--- src/rtl/vga_pkg.sv ---
// Shared framebuffer definitions: frame geometry, pixel word layout,
// read-return tags and clear engine states.
package vga_pkg;

  localparam int FB_DEPTH = 307200;
  localparam int H_ACTIVE = 640;
  localparam int V_ACTIVE = 480;

  // Pixel word: 12-bit RGB packed into the low bits of a 16-bit word.
  localparam int PIX_W       = 16;
  localparam int RGB_FIELD_W = 4;
  localparam int RGB_R_LSB   = 8;
  localparam int RGB_G_LSB   = 4;
  localparam int RGB_B_LSB   = 0;

  typedef logic [PIX_W-1:0] pixel_t;

  // Identifies who owns a read that is travelling through the RAM pipeline.
  typedef enum logic [1:0] {
    TAG_NONE = 2'd0,
    TAG_DISP = 2'd1,
    TAG_CPU  = 2'd2
  } rd_tag_t;

  typedef enum logic {
    CLR_IDLE = 1'b0,
    CLR_RUN  = 1'b1
  } clr_state_t;

endpackage

--- src/rtl/vga_fb_clear_engine.sv ---
// Frame clear engine: walks every framebuffer address once, writing a
// latched fill colour whenever the arbiter hands it an idle RAM cycle.
module vga_fb_clear_engine #(
  parameter int ADDR_W   = 19,
  parameter int DATA_W   = 16,
  parameter int FB_DEPTH = vga_pkg::FB_DEPTH
) (
  input  logic              clk,
  input  logic              rst_n,
  input  logic              start,
  input  logic [DATA_W-1:0] color,
  input  logic              grant,
  output logic              busy,
  output logic              done,
  output logic [ADDR_W-1:0] addr,
  output logic [DATA_W-1:0] fill_color
);
  import vga_pkg::*;

  localparam logic [ADDR_W-1:0] LAST_ADDR = ADDR_W'(FB_DEPTH - 1);

  clr_state_t        state_q;
  clr_state_t        state_d;
  logic [ADDR_W-1:0] addr_q;
  logic [DATA_W-1:0] color_q;
  logic              done_q;
  logic              last_grant;

  assign last_grant = (state_q == CLR_RUN) && grant && (addr_q == LAST_ADDR);

  // State register; a reset mid-clear simply drops back to IDLE.
  always_ff @(posedge clk or negedge rst_n) begin
    if (!rst_n) state_q <= CLR_IDLE;
    else        state_q <= state_d;
  end

  // Next state: start is only honoured from IDLE, RUN ends on the last grant.
  always_comb begin
    state_d = state_q;
    case (state_q)
      CLR_IDLE: if (start)      state_d = CLR_RUN;
      CLR_RUN:  if (last_grant) state_d = CLR_IDLE;
      default:                  state_d = CLR_IDLE;
    endcase
  end

  // Address walk, colour capture and the one-cycle done pulse.
  always_ff @(posedge clk or negedge rst_n) begin
    if (!rst_n) begin
      addr_q  <= '0;
      color_q <= '0;
      done_q  <= 1'b0;
    end else begin
      done_q <= last_grant;
      if ((state_q == CLR_IDLE) && start) begin
        addr_q  <= '0;
        color_q <= color;
      end else if ((state_q == CLR_RUN) && grant && !last_grant) begin
        addr_q <= addr_q + ADDR_W'(1);
      end
    end
  end

  assign busy       = (state_q == CLR_RUN);
  assign done       = done_q;
  assign addr       = addr_q;
  assign fill_color = color_q;

endmodule

--- src/rtl/vga_fb_arbiter.sv ---
// Framebuffer RAM arbiter: display fetch, CPU port and clear engine share a
// single-port synchronous RAM. Display has deadline priority, the CPU is
// protected from starvation, and the clear engine soaks up idle cycles.
module vga_fb_arbiter #(
  parameter int ADDR_W   = 19,
  parameter int DATA_W   = 16,
  parameter int FB_DEPTH = vga_pkg::FB_DEPTH,
  parameter int MAX_WAIT = 8
) (
  input  logic              clk,
  input  logic              rst_n,
  input  logic              disp_req,
  input  logic [ADDR_W-1:0] disp_addr,
  output logic              disp_gnt,
  output logic              disp_rvalid,
  output logic [DATA_W-1:0] disp_rdata,
  input  logic              cpu_valid,
  input  logic              cpu_we,
  input  logic [ADDR_W-1:0] cpu_addr,
  input  logic [DATA_W-1:0] cpu_wdata,
  output logic              cpu_ready,
  output logic              cpu_rvalid,
  output logic [DATA_W-1:0] cpu_rdata,
  input  logic              clear_start,
  input  logic [DATA_W-1:0] clear_color,
  output logic              clear_busy,
  output logic              clear_done,
  output logic [15:0]       disp_stall_cnt,
  output logic              mem_en,
  output logic              mem_we,
  output logic [ADDR_W-1:0] mem_addr,
  output logic [DATA_W-1:0] mem_wdata,
  input  logic [DATA_W-1:0] mem_rdata
);
  import vga_pkg::*;

  localparam logic [7:0] WAIT_LIMIT = 8'(MAX_WAIT);

  logic [7:0]        wait_cnt;
  logic              clr_gnt;
  logic [ADDR_W-1:0] clr_addr;
  logic [DATA_W-1:0] clr_color;
  rd_tag_t           tag_issue;
  rd_tag_t           tag_q1;
  rd_tag_t           tag_q2;
  logic [DATA_W-1:0] disp_hold_q;
  logic [DATA_W-1:0] cpu_hold_q;

  vga_fb_clear_engine #(
    .ADDR_W   (ADDR_W),
    .DATA_W   (DATA_W),
    .FB_DEPTH (FB_DEPTH)
  ) u_clear (
    .clk        (clk),
    .rst_n      (rst_n),
    .start      (clear_start),
    .color      (clear_color),
    .grant      (clr_gnt),
    .busy       (clear_busy),
    .done       (clear_done),
    .addr       (clr_addr),
    .fill_color (clr_color)
  );

  // Pick at most one winner per cycle; a starved CPU jumps the display.
  always_comb begin
    disp_gnt  = 1'b0;
    cpu_ready = 1'b0;
    clr_gnt   = 1'b0;
    tag_issue = TAG_NONE;
    if (cpu_valid && (wait_cnt == WAIT_LIMIT)) cpu_ready = 1'b1;
    else if (disp_req)                         disp_gnt  = 1'b1;
    else if (cpu_valid)                        cpu_ready = 1'b1;
    else if (clear_busy)                       clr_gnt   = 1'b1;
    if (disp_gnt)                  tag_issue = TAG_DISP;
    else if (cpu_ready && !cpu_we) tag_issue = TAG_CPU;
  end

  // CPU starvation counter: counts stalled cycles of a pending request.
  always_ff @(posedge clk or negedge rst_n) begin
    if (!rst_n)                      wait_cnt <= '0;
    else if (!cpu_valid || cpu_ready) wait_cnt <= '0;
    else if (wait_cnt < WAIT_LIMIT)  wait_cnt <= wait_cnt + 8'd1;
  end

  // Saturating count of cycles the display was left waiting.
  always_ff @(posedge clk or negedge rst_n) begin
    if (!rst_n)                                                disp_stall_cnt <= '0;
    else if (disp_req && !disp_gnt && (disp_stall_cnt != 16'hFFFF)) disp_stall_cnt <= disp_stall_cnt + 16'd1;
  end

  // Issue stage: register the winner's access onto the RAM port.
  always_ff @(posedge clk or negedge rst_n) begin
    if (!rst_n) begin
      mem_en    <= 1'b0;
      mem_we    <= 1'b0;
      mem_addr  <= '0;
      mem_wdata <= '0;
    end else begin
      mem_en <= disp_gnt || cpu_ready || clr_gnt;
      mem_we <= (cpu_ready && cpu_we) || clr_gnt;
      if (disp_gnt) begin
        mem_addr <= disp_addr;
      end else if (cpu_ready) begin
        mem_addr  <= cpu_addr;
        mem_wdata <= cpu_wdata;
      end else if (clr_gnt) begin
        mem_addr  <= clr_addr;
        mem_wdata <= clr_color;
      end
    end
  end

  // Read tags follow the RAM latency; return data is held after its pulse.
  always_ff @(posedge clk or negedge rst_n) begin
    if (!rst_n) begin
      tag_q1      <= TAG_NONE;
      tag_q2      <= TAG_NONE;
      disp_hold_q <= '0;
      cpu_hold_q  <= '0;
    end else begin
      tag_q1 <= tag_issue;
      tag_q2 <= tag_q1;
      if (tag_q2 == TAG_DISP) disp_hold_q <= mem_rdata;
      if (tag_q2 == TAG_CPU)  cpu_hold_q  <= mem_rdata;
    end
  end

  assign disp_rvalid = (tag_q2 == TAG_DISP);
  assign cpu_rvalid  = (tag_q2 == TAG_CPU);
  assign disp_rdata  = disp_rvalid ? mem_rdata : disp_hold_q;
  assign cpu_rdata   = cpu_rvalid  ? mem_rdata : cpu_hold_q;

endmodule

--- config.mk ---
export PLATFORM = sky130hd
export DESIGN_NAME = vga_fb_arbiter
export DESIGN_NICKNAME = d
export VERILOG_FILES = /design/src/rtl/vga_pkg.sv /design/src/rtl/vga_fb_clear_engine.sv /design/src/rtl/vga_fb_arbiter.sv
export SDC_FILE = /design/constraint.sdc
export NUM_CORES = 1
export LEC_CHECK = 0
export ABC_AREA = 1
export CORE_ASPECT_RATIO = 1.75
export CORE_MARGIN = 3
export CORE_UTILIZATION = 50
export DETAILED_ROUTE_END_ITERATION = 8
export PLACE_DENSITY = 0.91
export SLEW_MARGIN = 20
export SYNTH_ARGS = -nofsm -noshare
export SYNTH_HDL_FRONTEND = slang
export SYNTH_HIERARCHICAL = 1
export SYNTH_SLANG_ARGS = --single-unit
--- constraint.sdc ---
create_clock -name clk -period 1.9 [get_ports clk]
set_input_delay 0.475 -clock clk [delete_from_list [all_inputs] [get_ports clk]]
set_output_delay 0.475 -clock clk [all_outputs]
set_load 0.03 [all_outputs]
==> flow_summary.json <==
{
  "timing.setup.critical_path_class": "register to output port",
  "synth.area.mux_share_pct": 0,
  "dieWidth_um": 95.9,
  "placed_cell_count": 1285,
  "detail_route.wl_per_cell_um": 21.6,
  "grt_util_all_layers_pct": 31.5,
  "reg2reg_depth": 11,
  "switching_share_pct": 35.3,
  "die-height_um": 163,
  "timing.hold.worst_path_depth": 0,
  "yosys.area.top_type_share_pct": 47.5,
  "timing_hold_violations_final": 0,
  "p_int_mw": 6.10,
  "power.share.combinational_pct": 26.6,
  "total_net_switching_power_mw": 3.33,
  "fraction_of_the_mapped_netlist_area_in_adder_cells_pct": 0.885,
  "status": "finished with violations",
  "layout.nets": 1251,
  "cp_num_cells": 6,
  "cp_slowest_cell": "dfrtp_1",
  "dieArea_um2": 15700,
  "clk_pin_slew_worst_paths_ns": 0.07,
  "period_utilization_pct": 117,
  "grt_first_pass_wirelength_um": 37300,
  "avgSynthCellArea_um2": 7.66,
  "synth_compound_area_share_pct": 4.20,
  "synth_top_family_by_area": "simple AND/OR/NAND/NOR gates",
  "worst_setup_path_end_kind": "output port",
  "routed_wl_um": 29000,
  "cp-start-kind": "register",
  "crit_path_max_incr_delay_ns": 0.37,
  "yosys_warnings": 6,
  "grt_pass1_vias": 7250,
  "port_bufs": 182,
  "power.ir.vdd_worst_mv": 0.630,
  "place_hpwl_um": 15500,
  "dp_worst_setup_slack_ns": -0.229,
  "max_slew_margin_pct": 69.4,
  "fmax_ghz": 0.448,
  "timing.final.crit_period_ns": 2.23,
  "power_frac_seq_pct": 36.9,
  "timing_max_transition_violations_final": 0,
  "synth_sequential_area_ratio_pct": 47.5,
  "design.portCount": 183,
  "max_capacitance_violation_count": 0,
  "drive_above_1_share_pct": 19.3,
  "synth_fp_nets": 1020,
  "clockRootBuffer": "clkbuf_16",
  "drt-vias-per-instance": 5.85,
  "rsz0062_at_grt": "true",
  "timing.clock.skew_ns": 0.0251,
  "worst_hold_path_type": "register to register",
  "first_pass_iters": 7,
  "simple_logic_cell_fraction_of_the_synthesized_area_pct": 35.7,
  "drcViolationCount": 0,
  "crit_chain": "inv_2, nor2_4, inv_4, buf_16, o21ai_4, buf_6",
  "cts_tree": "done",
  "synthesis.instances": 923,
  "final_antenna_net_count": 0,
  "clk-insertion-delay-late_ns": 0.45,
  "yosys.area.top_type": "dfrtp_1",
  "violated_checks": "negative setup slack",
  "synth_xor_xnor_area_share_pct": 2.35,
  "grt_max_degree": 52,
  "layout.cell_area.non_filler_um2": 10700,
  "tritoncts.num_buffers": 17,
  "rows": 56,
  "clock_sinks": 134,
  "core_area_um2": 13600,
  "count_of_routing_violations_after_the_opening_detailed_route_iteration": 764,
  "grt_antenna_before_repair": 4,
  "timing.hold.ws_ns": 0.372,
  "cell_count_final_fillers_out": 1344,
  "initial_core_util_pct": 52.0,
  "power_mw": 9.43,
  "timing.critical_path.required_ns": 1.42,
  "ys_seq_elements": 134,
  "power-per-cell-area_nw_per_um2": 885,
  "routed-via-count": 7864,
  "setup_total_negative_slack_ns": -7.53,
  "setup_violations": 37,
  "layout_setup_ws_ns": -0.332,
  "syn2layout_area_growth_pct": 50.7,
  "netlist_area_um2": 7070,
  "worst_slew_pin_slew_ns": 0.458,
  "share_of_power_burned_in_the_clock_network_pct": 36.5,
  "gpl.final_weighted_congestion": 0.991,
  "htree_num_levels": 4,
  "total_leakage_power_nw": 5.46,
  "post_synth_main_area_contributors": "dfrtp_1 47%, nand2_1 16%, nand3_1 9.0%",
  "clock_path_buffers": 2,
  "post-route-util_pct": 78.4,
  "critical_path_arrival_ns": 1.76,
  "synth_cell_type_count": 31,
  "postPlaceCellArea_um2": 9360,
  "critical_path_buffers_and_inverters": 4,
  "globalRoute.totalOverflow": 0,
  "critPathTopFamily": "buffers and inverters",
  "crit_fanout": 8
}
[flip-flops by register name, summed over array words and instances, names as in the netlist, 8 cells and up]
signal              flops
u_clear/fill_color     16
mem_wdata              16
cpu_hold_q             16
disp_stall_cnt         16
mem_addr               19
wait_cnt                8
disp_hold_q            16
u_clear/addr           19
[kinds of logic (layout without fill, tap and decap cells)]
family          count (synthesis)  count (layout)
simple gates                  556             556
buf+inv                       150             394
flops                         134             134
compound gates                 59              59
xor+xnor                       19              19
fa+ha+maj                       5               5
other cells                     0               3
[cell type report]
cell class / count / area [um^2]
Tap cell: 174 / 218
Antenna cell: 3 / 7.51
Clock buffer: 17 / 425
Sequential cell: 134 / 3350
Fill cell: 797 / 2940
Multi-Input combinational cell: 639 / 3500
Clock inverter: 15 / 176
Timing Repair Buffer: 252 / 2560
Inverter: 110 / 415
[layer usage]
layer	share of wire (%)	vias to the layer above	GRT usage (%)
li1	-	3378	-
met1	31	3682	33.5
met2	51	621	54.1
met3	9.7	181	5.90
met4	8.5	2	22.9
met5	0.059	-	0
[worst paths after layout]
path                                    startpoint  slack, ns                             to
setup / recovery               tag_q2[0]$_DFF_PN0_      -0.33                  disp_rdata[3]
hold / removal                 tag_q1[1]$_DFF_PN0_       0.37            tag_q2[1]$_DFF_PN0_
setup reg to reg           wait_cnt[1]$_DFFE_PN0P_      -0.05  disp_stall_cnt[4]$_DFFE_PN0P_
hold reg to reg                tag_q1[1]$_DFF_PN0_       0.37            tag_q2[1]$_DFF_PN0_
max in group asynchronous                    rst_n       0.77      mem_wdata[14]$_DFFE_PN0P_
min in group asynchronous                    rst_n       0.51         u_clear/done$_DFF_PN0_
[power by group through the flow]
stage                     clock network [mW]  registers (mW)  logic, mW
after global placement                     0            3.44       2.03
final                                   3.44            3.48       2.51
after CTS                               3.37            3.41       2.26
after global routing                    3.57            3.50       2.64
after detailed placement                   0            3.45       2.08
after floorplan                            0            3.62      0.940
[placed cells by master, fill, tap and decap left out, types with 2 or more instances in the layout]
cell type          n
nand2_1          277
dfrtp_1          133
nand3_1          127
inv_1             93
clkdlybuf4s50_1   89
nor2_1            60
dlygate4sd2_1     54
buf_4             53
buf_6             37
nand3b_1          36
o21ai_4           30
nand2_2           23
clkbuf_16         21
o21ai_0           20
xor2_1            13
nand4_1           10
inv_2              9
buf_12             9
nand2_4            8
clkinv_1           7
nor2_2             6
xnor2_1            6
inv_6              5
nor2_4             4
a21oi_1            4
ha_1               4
inv_8              4
diode_2            3
o21ai_2            2
o21ai_1            2
clkinv_4           2
clkinv_8           2
buf_16             2
dlymetal6s2s_1     2
[cell usage after synthesis (all sizes together)]
cell type and count:
o22ai 1, dfrtp 134, buf 23, nor3 1
o21ai 54, xor2 13, clkinv 7, nor3b 1
nand2 309, nand3 128, nand3b 36, xnor2 6
ha 5, nor2 71, nand4 10, a21oi 4
clkbuf 17, inv 103
[timing repair]
item                                   in CTS  in global routing
setup endpoints to repair                  89                 49
setup buffers                               8                  9
pin swaps                                   7                  8
cloned                                      2                  4
endpoints found under the hold margin      32                  0
gates resized for setup                   160                 29
hold buffers                                1                  0
(Power assumes the default switching activity.)
